[src/rtl/multi_queue_issue_pkg.sv]
// ============================================================================
// Module : multi_queue_issue_pkg
// Brief  : Shared types for the multi-queue issue stage (watchdog states, credits).
// Rev    : 1.0  initial release
// ============================================================================
`default_nettype none

package multi_queue_issue_pkg;

  localparam int DEFAULT_DEPTH = 8;

  typedef enum logic [0:0] {
    ST_RUN     = 1'b0,
    ST_STALLED = 1'b1
  } wd_state_e;

  typedef logic [$clog2(DEFAULT_DEPTH+1)-1:0] credit_t;

endpackage

`default_nettype wire

[src/rtl/multi_queue_issue_credit_counter.sv]
// ============================================================================
// Module : multi_queue_issue_credit_counter
// Brief  : Per-queue credit counter; saturates at DEPTH and flags overflow.
// Rev    : 1.0  initial release
// ============================================================================
`default_nettype none

module multi_queue_issue_credit_counter
  import multi_queue_issue_pkg::*;
#(
  parameter int DEPTH = DEFAULT_DEPTH,
  parameter int CNT_W = $clog2(DEPTH+1)
) (
  input  logic             clk_i,
  input  logic             reset_i,
  input  logic             dec_i,
  input  logic             inc_i,
  output logic [CNT_W-1:0] count_o,
  output logic             zero_o,
  output logic             overflow_o
);

  localparam logic [CNT_W-1:0] FULL = CNT_W'(DEPTH);

  logic [CNT_W-1:0] count_q, count_d;

  always_comb begin
    count_d    = count_q;
    overflow_o = 1'b0;
    case ({dec_i, inc_i})
      2'b10: count_d = count_q - CNT_W'(1);
      2'b01: begin
        // A return into an already-full queue is a protocol error; hold at full.
        if (count_q == FULL) overflow_o = 1'b1;
        else                 count_d    = count_q + CNT_W'(1);
      end
      default: count_d = count_q;
    endcase
  end

  always_ff @(posedge clk_i) begin
    if (!reset_i) count_q <= FULL;
    else          count_q <= count_d;
  end

  assign count_o = count_q;
  assign zero_o  = (count_q == '0);

endmodule

`default_nettype wire

[src/rtl/multi_queue_issue.sv]
// ============================================================================
// Module : multi_queue_issue
// Brief  : All-or-nothing issue of decoded ops to NUM_Q credited queues with replay and stall watchdog.
// Rev    : 1.0  initial release
// ============================================================================
`default_nettype none

module multi_queue_issue
  import multi_queue_issue_pkg::*;
#(
  parameter int NUM_Q       = 4,
  parameter int DEPTH       = 8,
  parameter int DATA_W      = 32,
  parameter int STALL_LIMIT = 16,
  parameter int CNT_W       = $clog2(DEPTH+1)
) (
  input  logic                   clk_i,
  input  logic                   reset_i,
  input  logic                   in_valid_i,
  input  logic [NUM_Q-1:0]       in_enq_mask_i,
  input  logic [DATA_W-1:0]      in_bits_i,
  output logic                   in_ready_o,
  output logic                   replay_o,
  input  logic                   flush_i,
  output logic [NUM_Q-1:0]       out_valid_o,
  output logic [DATA_W-1:0]      out_bits_o,
  input  logic [NUM_Q-1:0]       credit_ret_i,
  output logic [NUM_Q*CNT_W-1:0] credits_o,
  output logic                   stall_timeout_o,
  output logic                   err_overflow_o
);

  localparam int               STALL_W   = $clog2(STALL_LIMIT+1);
  localparam logic [STALL_W-1:0] STALL_MAX = STALL_W'(STALL_LIMIT-1);

  logic [NUM_Q-1:0] zero, need, dec, ovf;
  logic             fire;

  genvar gi;
  generate
    for (gi = 0; gi < NUM_Q; gi++) begin : g_credit
      logic [CNT_W-1:0] count;
      multi_queue_issue_credit_counter #(
        .DEPTH (DEPTH),
        .CNT_W (CNT_W)
      ) u_cnt (
        .clk_i      (clk_i),
        .reset_i    (reset_i),
        .dec_i      (dec[gi]),
        .inc_i      (credit_ret_i[gi]),
        .count_o    (count),
        .zero_o     (zero[gi]),
        .overflow_o (ovf[gi])
      );
      assign credits_o[gi*CNT_W +: CNT_W] = count;
    end
  endgenerate

  assign need       = in_enq_mask_i & zero;
  assign in_ready_o = reset_i && !flush_i && !(|need);
  assign fire       = in_valid_i && in_ready_o;
  assign replay_o   = in_valid_i && !in_ready_o;
  assign dec        = {NUM_Q{fire}} & in_enq_mask_i;

  logic [NUM_Q-1:0]  out_valid_q, out_valid_d;
  logic [DATA_W-1:0] out_bits_q, out_bits_d;
  logic              err_q, err_d;

  always_comb begin
    out_valid_d = fire ? in_enq_mask_i : '0;
    out_bits_d  = fire ? in_bits_i : out_bits_q;
    err_d       = err_q | (|ovf);
  end

  always_ff @(posedge clk_i) begin
    if (!reset_i) begin
      out_valid_q <= '0;
      out_bits_q  <= '0;
      err_q       <= 1'b0;
    end else begin
      out_valid_q <= out_valid_d;
      out_bits_q  <= out_bits_d;
      err_q       <= err_d;
    end
  end

  assign out_valid_o    = out_valid_q;
  assign out_bits_o     = out_bits_q;
  assign err_overflow_o = err_q;

  wd_state_e        state_q, state_d;
  logic [STALL_W-1:0] stall_cnt_q, stall_cnt_d;

  always_ff @(posedge clk_i) begin
    if (!reset_i) begin
      state_q     <= ST_RUN;
      stall_cnt_q <= '0;
    end else begin
      state_q     <= state_d;
      stall_cnt_q <= stall_cnt_d;
    end
  end

  always_comb begin
    state_d     = state_q;
    stall_cnt_d = stall_cnt_q;
    if (flush_i || !replay_o)         stall_cnt_d = '0;
    else if (stall_cnt_q != STALL_MAX) stall_cnt_d = stall_cnt_q + STALL_W'(1);
    case (state_q)
      ST_RUN:     if (replay_o && !flush_i && stall_cnt_q == STALL_MAX) state_d = ST_STALLED;
      ST_STALLED: if (fire || flush_i) state_d = ST_RUN;
      default:    state_d = ST_RUN;
    endcase
  end

  assign stall_timeout_o = (state_q == ST_STALLED);

endmodule

`default_nettype wire

[config.mk]
export PLATFORM = sky130hd
export DESIGN_NAME = multi_queue_issue
export DESIGN_NICKNAME = d
export VERILOG_FILES = /design/src/rtl/multi_queue_issue_pkg.sv /design/src/rtl/multi_queue_issue_credit_counter.sv /design/src/rtl/multi_queue_issue.sv
export SDC_FILE = /design/constraint.sdc
export NUM_CORES = 1
export LEC_CHECK = 0
export ABC_AREA = 1
export BUFFER_PORTS_ARGS = -buffer_cell sky130_fd_sc_hd__clkbuf_2
export CAP_MARGIN = 20
export CORE_UTILIZATION = 55
export CTS_BUF_LIST = sky130_fd_sc_hd__clkbuf_8
export CTS_CLUSTER_SIZE = 28
export DETAILED_ROUTE_END_ITERATION = 6
export PLACE_DENSITY = 0.93
export REMOVE_ABC_BUFFERS = 1
export SLEW_MARGIN = 40
export SYNTH_ARGS = -nofsm -noshare
export SYNTH_HDL_FRONTEND = slang
export SYNTH_SLANG_ARGS = --single-unit
[constraint.sdc]
create_clock -name clk_i -period 6.46 [get_ports clk_i]
set_input_delay 0 -clock clk_i [delete_from_list [all_inputs] [get_ports clk_i]]
set_output_delay 0 -clock clk_i [all_outputs]
set_load 0.01 [all_outputs]
==> flow_metrics.env, run 1 <==
export IMPL_status="complete, no violations"
export IMPL_cts_sinks=59
export IMPL_cellLeakagePower_uw=0.002027
export IMPL_cts_buffers=9
export IMPL_final_core_util_pct=79.74
export IMPL_drc=0
export IMPL_end_kind="flop"
export IMPL_via_per_inst=5.450
export IMPL_cts_root_buf="clkbuf_8"
export IMPL_vias=3123
export IMPL_ctsResizeCount=0
export IMPL_cap_violations=0
export IMPL_grt_pass1_vias=2975
export IMPL_finalHoldViolations=0
export IMPL_grt_setup_unrepaired="false"
export IMPL_cts_max_path_buffers=2
export IMPL_ys_flop_type="dfxtp_1"
export IMPL_grt_pass1_wl_mm=13.95
export IMPL_ys_seq_area_share_pct=43.28
export IMPL_design_area_um2=3791
export IMPL_min_period_ns=2.579
export IMPL_route_met3_wl_um=966
export IMPL_path_class="flop to flop"
export IMPL_maxUsedRoutingLayer="met4"
export IMPL_post_route_period_util_pct=39.93
export IMPL_timing_setup_tns_ns=0
export IMPL_row_count=25
export IMPL_yosysUniqueCellTypes=23
export IMPL_route_met2_wl_mm=4.220
export IMPL_r2r_end="out_bits_o[23]"
export IMPL_syn_cell_area_um2=2729
export IMPL_worstPathArrival_ns=2.80
export IMPL_fmax_mhz=387.7
export IMPL_hold_start="in_enq_mask_i[1]"
export IMPL_critPathLaunchType="flop"
export IMPL_synth_edf_count=0
export IMPL_area_growth_syn_to_layout_pct=38.93
export IMPL_insertion_delay_ns=0.35
export IMPL_ys_ff_latch=59
export IMPL_totalWireLength_mm=9.004
export IMPL_ant_nets=0
export IMPL_start_util_pct=57.39
export IMPL_max_slew_margin_rel_pct=45.14
export IMPL_die_area_um2=5248
export IMPL_finClkSkew_ns=0.01262
export IMPL_grt_usage_pct=35.40
export IMPL_drt_iter0_drc=292
export IMPL_wl_per_cell_um=15.71
export IMPL_dpl_cell_area_um2=3259
export IMPL_worstHoldPathCells=3
export IMPL_regToRegStartpoint="g_credit[3].u_cnt.count_o[0]"
export IMPL_path_max_fanout=37
export IMPL_antenna_found_initial=0
export IMPL_port_buffer_count=99
export IMPL_ys_async_sr_fraction_pct=0
export IMPL_grt_overflow_total=0
export IMPL_grt_max_degree=50
export IMPL_antenna_cells=0
export IMPL_nets=560
export IMPL_core_um2=4755
export IMPL_die_h_um=72.44
export IMPL_firstDrtPassIters=5
export IMPL_irDropWorstVdd_mv=0.1964
export IMPL_worst_pin_slew_ns=0.8210
export IMPL_startpoint="g_credit[3].u_cnt.count_o[0]"
export IMPL_place_congestion=0.8786
export IMPL_synth_area_per_cell_um2=7.375
export IMPL_report_final_slew_viol_count=0
export IMPL_hold_path_class="input pin to flop"
export IMPL_syn_inst=370
export IMPL_clk_pin_slew_ns=0.07
export IMPL_cts_tree="yes"
export IMPL_r2r_setup_slack_ns=3.88
export IMPL_crit_required_ns=6.69
export IMPL_wl_met1_mm=3.525
export IMPL_reg2regPathDepth=9
export IMPL_setup_viol=0
export IMPL_drive_gt1_share_pct=25.49
export IMPL_dp_hpwl_mm=4.592
export IMPL_cellPowerDensity_nw_per_um2=326.7
export IMPL_ctsHtreeMaxLevel=3
export IMPL_ios=100
export IMPL_min_to="out_valid_o[1]"
export IMPL_fp_dieW_um=72.44
export IMPL_yosys_warnings=0
[flip-flops by register name (all words and copies together), names as in the netlist]
register and flops:
err_overflow_o 1, out_valid_o 4, out_bits_o 32, g_credit.u_cnt.count_o 16, stall_timeout_o 1, stall_cnt_q 5
[timing repair]
item	CTS	global route
hold buffers	33	0
hold endpoints to repair	33	0
buffers inserted	0	0
[report_power, final]
group          internal [µW]  switching, µW
combinational            161            248
sequential               419           63.3
clock                    196            150
[worst max path at each step]
| stage | endpoint | slack (ns) | depth (start not counted) |
|---|---|---|---|
| after floorplan | g_credit[3].u_cnt.count_o[3] | 4.35 | 15 |
| after global placement | out_bits_o[18] | 3.91 | 10 |
| after detailed placement | g_credit[3].u_cnt.count_o[3] | 3.79 | 16 |
| after CTS | g_credit[3].u_cnt.count_o[3] | 4.01 | 15 |
| after global routing | g_credit[0].u_cnt.count_o[3] | 3.66 | 15 |
| final | out_bits_o[23] | 3.88 | 9 |
[stage by stage]
step | setup slack [ns] | hold slack (ns) | cells | total power (µW)
5_1_grt | 3.664 | 0.09272 | 573 | 1311
2_1_floorplan | 4.352 | 0.08461 | 359 | 730.1
4_1_cts | 4.008 | 0.02791 | 573 | 1216
3_3_place_gp | 3.909 | 0.2217 | 525 | 839.1
6_report | 3.881 | 0.03893 | 573 | 1238
3_5_place_dp | 3.794 | 0.2288 | 525 | 859.2
[placed cells by master, fill, tap and decap left out, types with 6 or more instances in the layout]
master | synthesis | layout
nor2_1 | 108 | 108
clkbuf_2 | 0 | 98
dfxtp_1 | 59 | 59
nand2_1 | 40 | 40
o21ai_0 | 37 | 37
inv_1 | 35 | 35
dlygate4sd3_1 | 0 | 33
nand3_1 | 21 | 21
nand4_1 | 11 | 11
clkbuf_8 | 0 | 11
ha_1 | 10 | 10
nand2_2 | 6 | 6
xor2_1 | 6 | 6
[worst max-delay path: stages, from the launching register on]
cell and delay, ns:
dfxtp_1 0.44, nor2_1 0.12, nand3_1 0.12, nand2_2 0.07
nor2_4 0.14, nand2_2 0.10, nor2_4 0.64, inv_2 0.46
nor2_1 0.28, nor2_1 0.09
[layout make-up]
type / instances / area (µm²)
Multi-Input combinational cell: 263 / 1360
Inverter: 37 / 138.9
Clock buffer: 11 / 151.4
Sequential cell: 59 / 1181
Timing Repair Buffer: 132 / 825.8
Tap cell: 67 / 83.83
Fill cell: 310 / 963.4
Clock inverter: 4 / 50.05
[kinds of logic (layout without fill, tap and decap cells)]
kind of cell / Yosys count / in the layout / synth area share, %
flip-flops: 59 / 59 / 43.28
AND/OR/NAND/NOR: 195 / 195 / 31.22
adder cells (fa/ha/maj): 14 / 14 / 7.520
XOR/XNOR: 6 / 6 / 1.926
buffers and inverters: 48 / 184 / 6.878
AO/OA/AOI/OAI: 48 / 48 / 9.170
[cell usage after synthesis (all sizes together), types with 4 or more instances]
library cell / count / area, µm²
clkbuf: 5 / 18.77
a31oi: 4 / 25.02
nand4: 11 / 68.82
ha: 10 / 125.1
fa: 4 / 80.08
dfxtp: 59 / 1181
xor2: 6 / 52.55
buf: 6 / 30.03
o21ai: 40 / 200.2
nor2: 111 / 439.2
inv: 37 / 138.9
nand3: 25 / 145.1
nand2: 46 / 187.7
[metal layers]
layer	up-vias	GRT usage (%)
met5	-	0
met4	0	17.65
met3	38	12.22
met2	205	56.80
met1	1429	42.15
li1	1451	-
No activity file was read; power rests on OpenSTA's default activity.
==> run 2, diff against run 1 <==
CORE_UTILIZATION = 51   (was 55)
PLACE_DENSITY = 0.87   (was 0.93)
clock period = 2.61 ns   (was 6.46 ns; I/O delays follow)
==> run 2 against run 1 <==
Effect of this change: via count down 3.2%; critical path type unchanged; maximum frequency is 6.8% higher; utilization decreased by 3.2 points; combinational power rose by 150%; cell area is 3.7% higher; non-clock buffer count increased by 7; largest cell class unchanged; largest power group unchanged; total power increased to 2.7 times the previous value; clock-buffer cell count did not move; worst setup slack lost 3.7 ns.
==> flow_metrics.env, run 2 (synthesis results as in run 1) <==
export IMPL_reg2regPathDepth=15
export IMPL_worstPathArrival_ns=2.62
export IMPL_slowest_stage="dfxtp_1"
export IMPL_critPathMaxStageDelay_ns=0.45
export IMPL_drc=0
export IMPL_drt_iter0_drc=143
export IMPL_place_inst=530
export IMPL_cts_max_path_buffers=2
export IMPL_finalNonFillerCells=584
export IMPL_grt_pass1_vias=2836
export IMPL_final_common_cell="nor2_1"
export IMPL_area_growth_syn_to_layout_pct=44.11
export IMPL_end_kind="flop"
export IMPL_cellPowerDensity_nw_per_um2=853.4
export IMPL_ios=100
export IMPL_fmax_mhz=414.0
export IMPL_status="complete, no violations"
export IMPL_wl_per_cell_um=13.90
export IMPL_irDropWorstVdd_mv=0.5154
export IMPL_die_area_um2=5648
export IMPL_clk_pin_slew_ns=0.07
export IMPL_cts_root_buf="clkbuf_8"
export IMPL_dp_hpwl_mm=4.817
export IMPL_layout_cells_most_common_list="108 x nor2_1, 99 x clkbuf_2, 58 x dfxtp_1"
export IMPL_firstDrtPassIters=4
export IMPL_nets=567
export IMPL_busiest_layer="met2"
export IMPL_ant_nets=0
export IMPL_ctsHtreeMaxLevel=3
export IMPL_report_final_slew_viol_count=0
export IMPL_drive_gt1_share_pct=27.04
export IMPL_cpMostUsedCell="nand2_1"
export IMPL_setup_viol=0
export IMPL_pre_cts_slack_ns=0.2224
export IMPL_crit_required_ns=2.81
export IMPL_start_util_pct=53.09
export IMPL_critPathLaunchType="flop"
export IMPL_finClkSkew_ns=0.01078
export IMPL_largest_reg_flops=32
export IMPL_worstHoldPathCells=3
export IMPL_gr_usage_met2_pct=48.95
export IMPL_grt_usage_pct=29.96
export IMPL_grt_pass1_wl_mm=12.68
export IMPL_fp_dieW_um=75.15
export IMPL_path_class="flop to flop"
export IMPL_cap_violations=0
export IMPL_max_slew_margin_rel_pct=63.08
export IMPL_power_uw=3356
export IMPL_core_um2=5140
export IMPL_grt_max_degree=49
export IMPL_antenna_found_initial=0
export IMPL_cts_sinks=59
export IMPL_antenna_cells=0
export IMPL_cp_cell_sequence="nor2_1, nand2_1, nor2_1, nor2_4, nand4_1, nand2_2, ha_1, nand2_1, nand2_1, a31oi_1, inv_1, nand2_1, nand3_1, nand2_1, nand3_1"
export IMPL_cts_buffers=9
export IMPL_layout_setup_ws_ns=0.1948
export IMPL_row_count=26
export IMPL_vias=3023
export IMPL_cellLeakagePower_uw=0.002102
export IMPL_via_per_inst=5.176
export IMPL_finalHoldViolations=0
export IMPL_grtUsageMet3_pct=9.237
export IMPL_grt_overflow_total=0
export IMPL_place_congestion=0.8388
export IMPL_fillers=359
export IMPL_hold_path_class="input pin to flop"
export IMPL_die_h_um=75.15
export IMPL_min_period_ns=2.415
export IMPL_post_route_period_util_pct=92.54
export IMPL_worst_pin_slew_ns=0.5529
export IMPL_path_max_fanout=6
export IMPL_cts_tree="yes"
export IMPL_gr_usage_met1_pct=36.18
export IMPL_port_buffer_count=99
export IMPL_insertion_delay_ns=0.34
export IMPL_totalWireLength_mm=8.118
==> run 2: power by group <==
| group | internal (µW) | switching (µW) |
|---|---|---|
| Clock | 780 | 367 |
| Sequential | 1040 | 150 |
| Combinational | 410 | 610 |
==> run 2: timing repair <==
action / 4_1_cts / 5_1_grt
hold buffers: 34 / 0
setup endpoints to repair: 0 / 3
resized for setup: 0 / 4
endpoints found under the hold margin: 34 / 0
setup buffers: 0 / 4
==> run 2: routing by layer <==
| metal | up-vias | share of wire (%) |
|---|---|---|
| met5 | - | 0 |
| met4 | 0 | 2.6 |
| met3 | 21 | 8.5 |
| met2 | 145 | 48 |
| met1 | 1386 | 41 |
| li1 | 1471 | - |
==> run 2: path summary, 6_finish.rpt <==
kind | slack, ns | startpoint | to
hold / removal | 0.09 | in_enq_mask_i[3] | out_valid_o[3]
hold reg to reg | 0.49 | g_credit[1].u_cnt.count_o[3] | g_credit[1].u_cnt.count_o[3]
setup / recovery | 0.19 | g_credit[1].u_cnt.count_o[0] | g_credit[3].u_cnt.count_o[3]
setup reg to reg | 0.19 | g_credit[1].u_cnt.count_o[0] | g_credit[3].u_cnt.count_o[3]
==> run 2: area by class of cell <==
cell class | count | area, µm² | area share, %
clock buffer | 11 | 151.4 | 3.850
clock inverter | 5 | 123.9 | 3.150
inverter | 37 | 138.9 | 3.532
multi-input combinational | 263 | 1368 | 34.78
sequential | 59 | 1182 | 30.07
tap | 70 | 87.58 | 2.227
timing repair buffer | 139 | 880.8 | 22.40
==> run 2: per-stage QoR <==
| step | hold WS [ns] | utilization, % | setup TNS (ns) | instance area (µm²) |
|---|---|---|---|---|
| 3_3_place_gp | 0.2195 | 63.78 | 0 | 3278 |
| 3_5_place_dp | 0.2270 | 63.78 | 0 | 3278 |
| 5_1_grt | 0.1130 | 76.51 | -0.05995 | 3933 |
| 6_report | 0.09416 | 76.51 | 0 | 3933 |
| 2_1_floorplan | 0.08461 | - | 0 | 2680 |
| 4_1_cts | 0.06071 | 75.75 | 0 | 3894 |
==> run 2: critical path: cells and delay by family, from the launching register on <==
family / cells / cell delay [ns]
adder cells (fa/ha/maj): 1 / 0.28
AO/OA/AOI/OAI: 1 / 0.20
flip-flops: 1 / 0.45
buffers and inverters: 1 / 0.07
AND/OR/NAND/NOR: 12 / 1.30
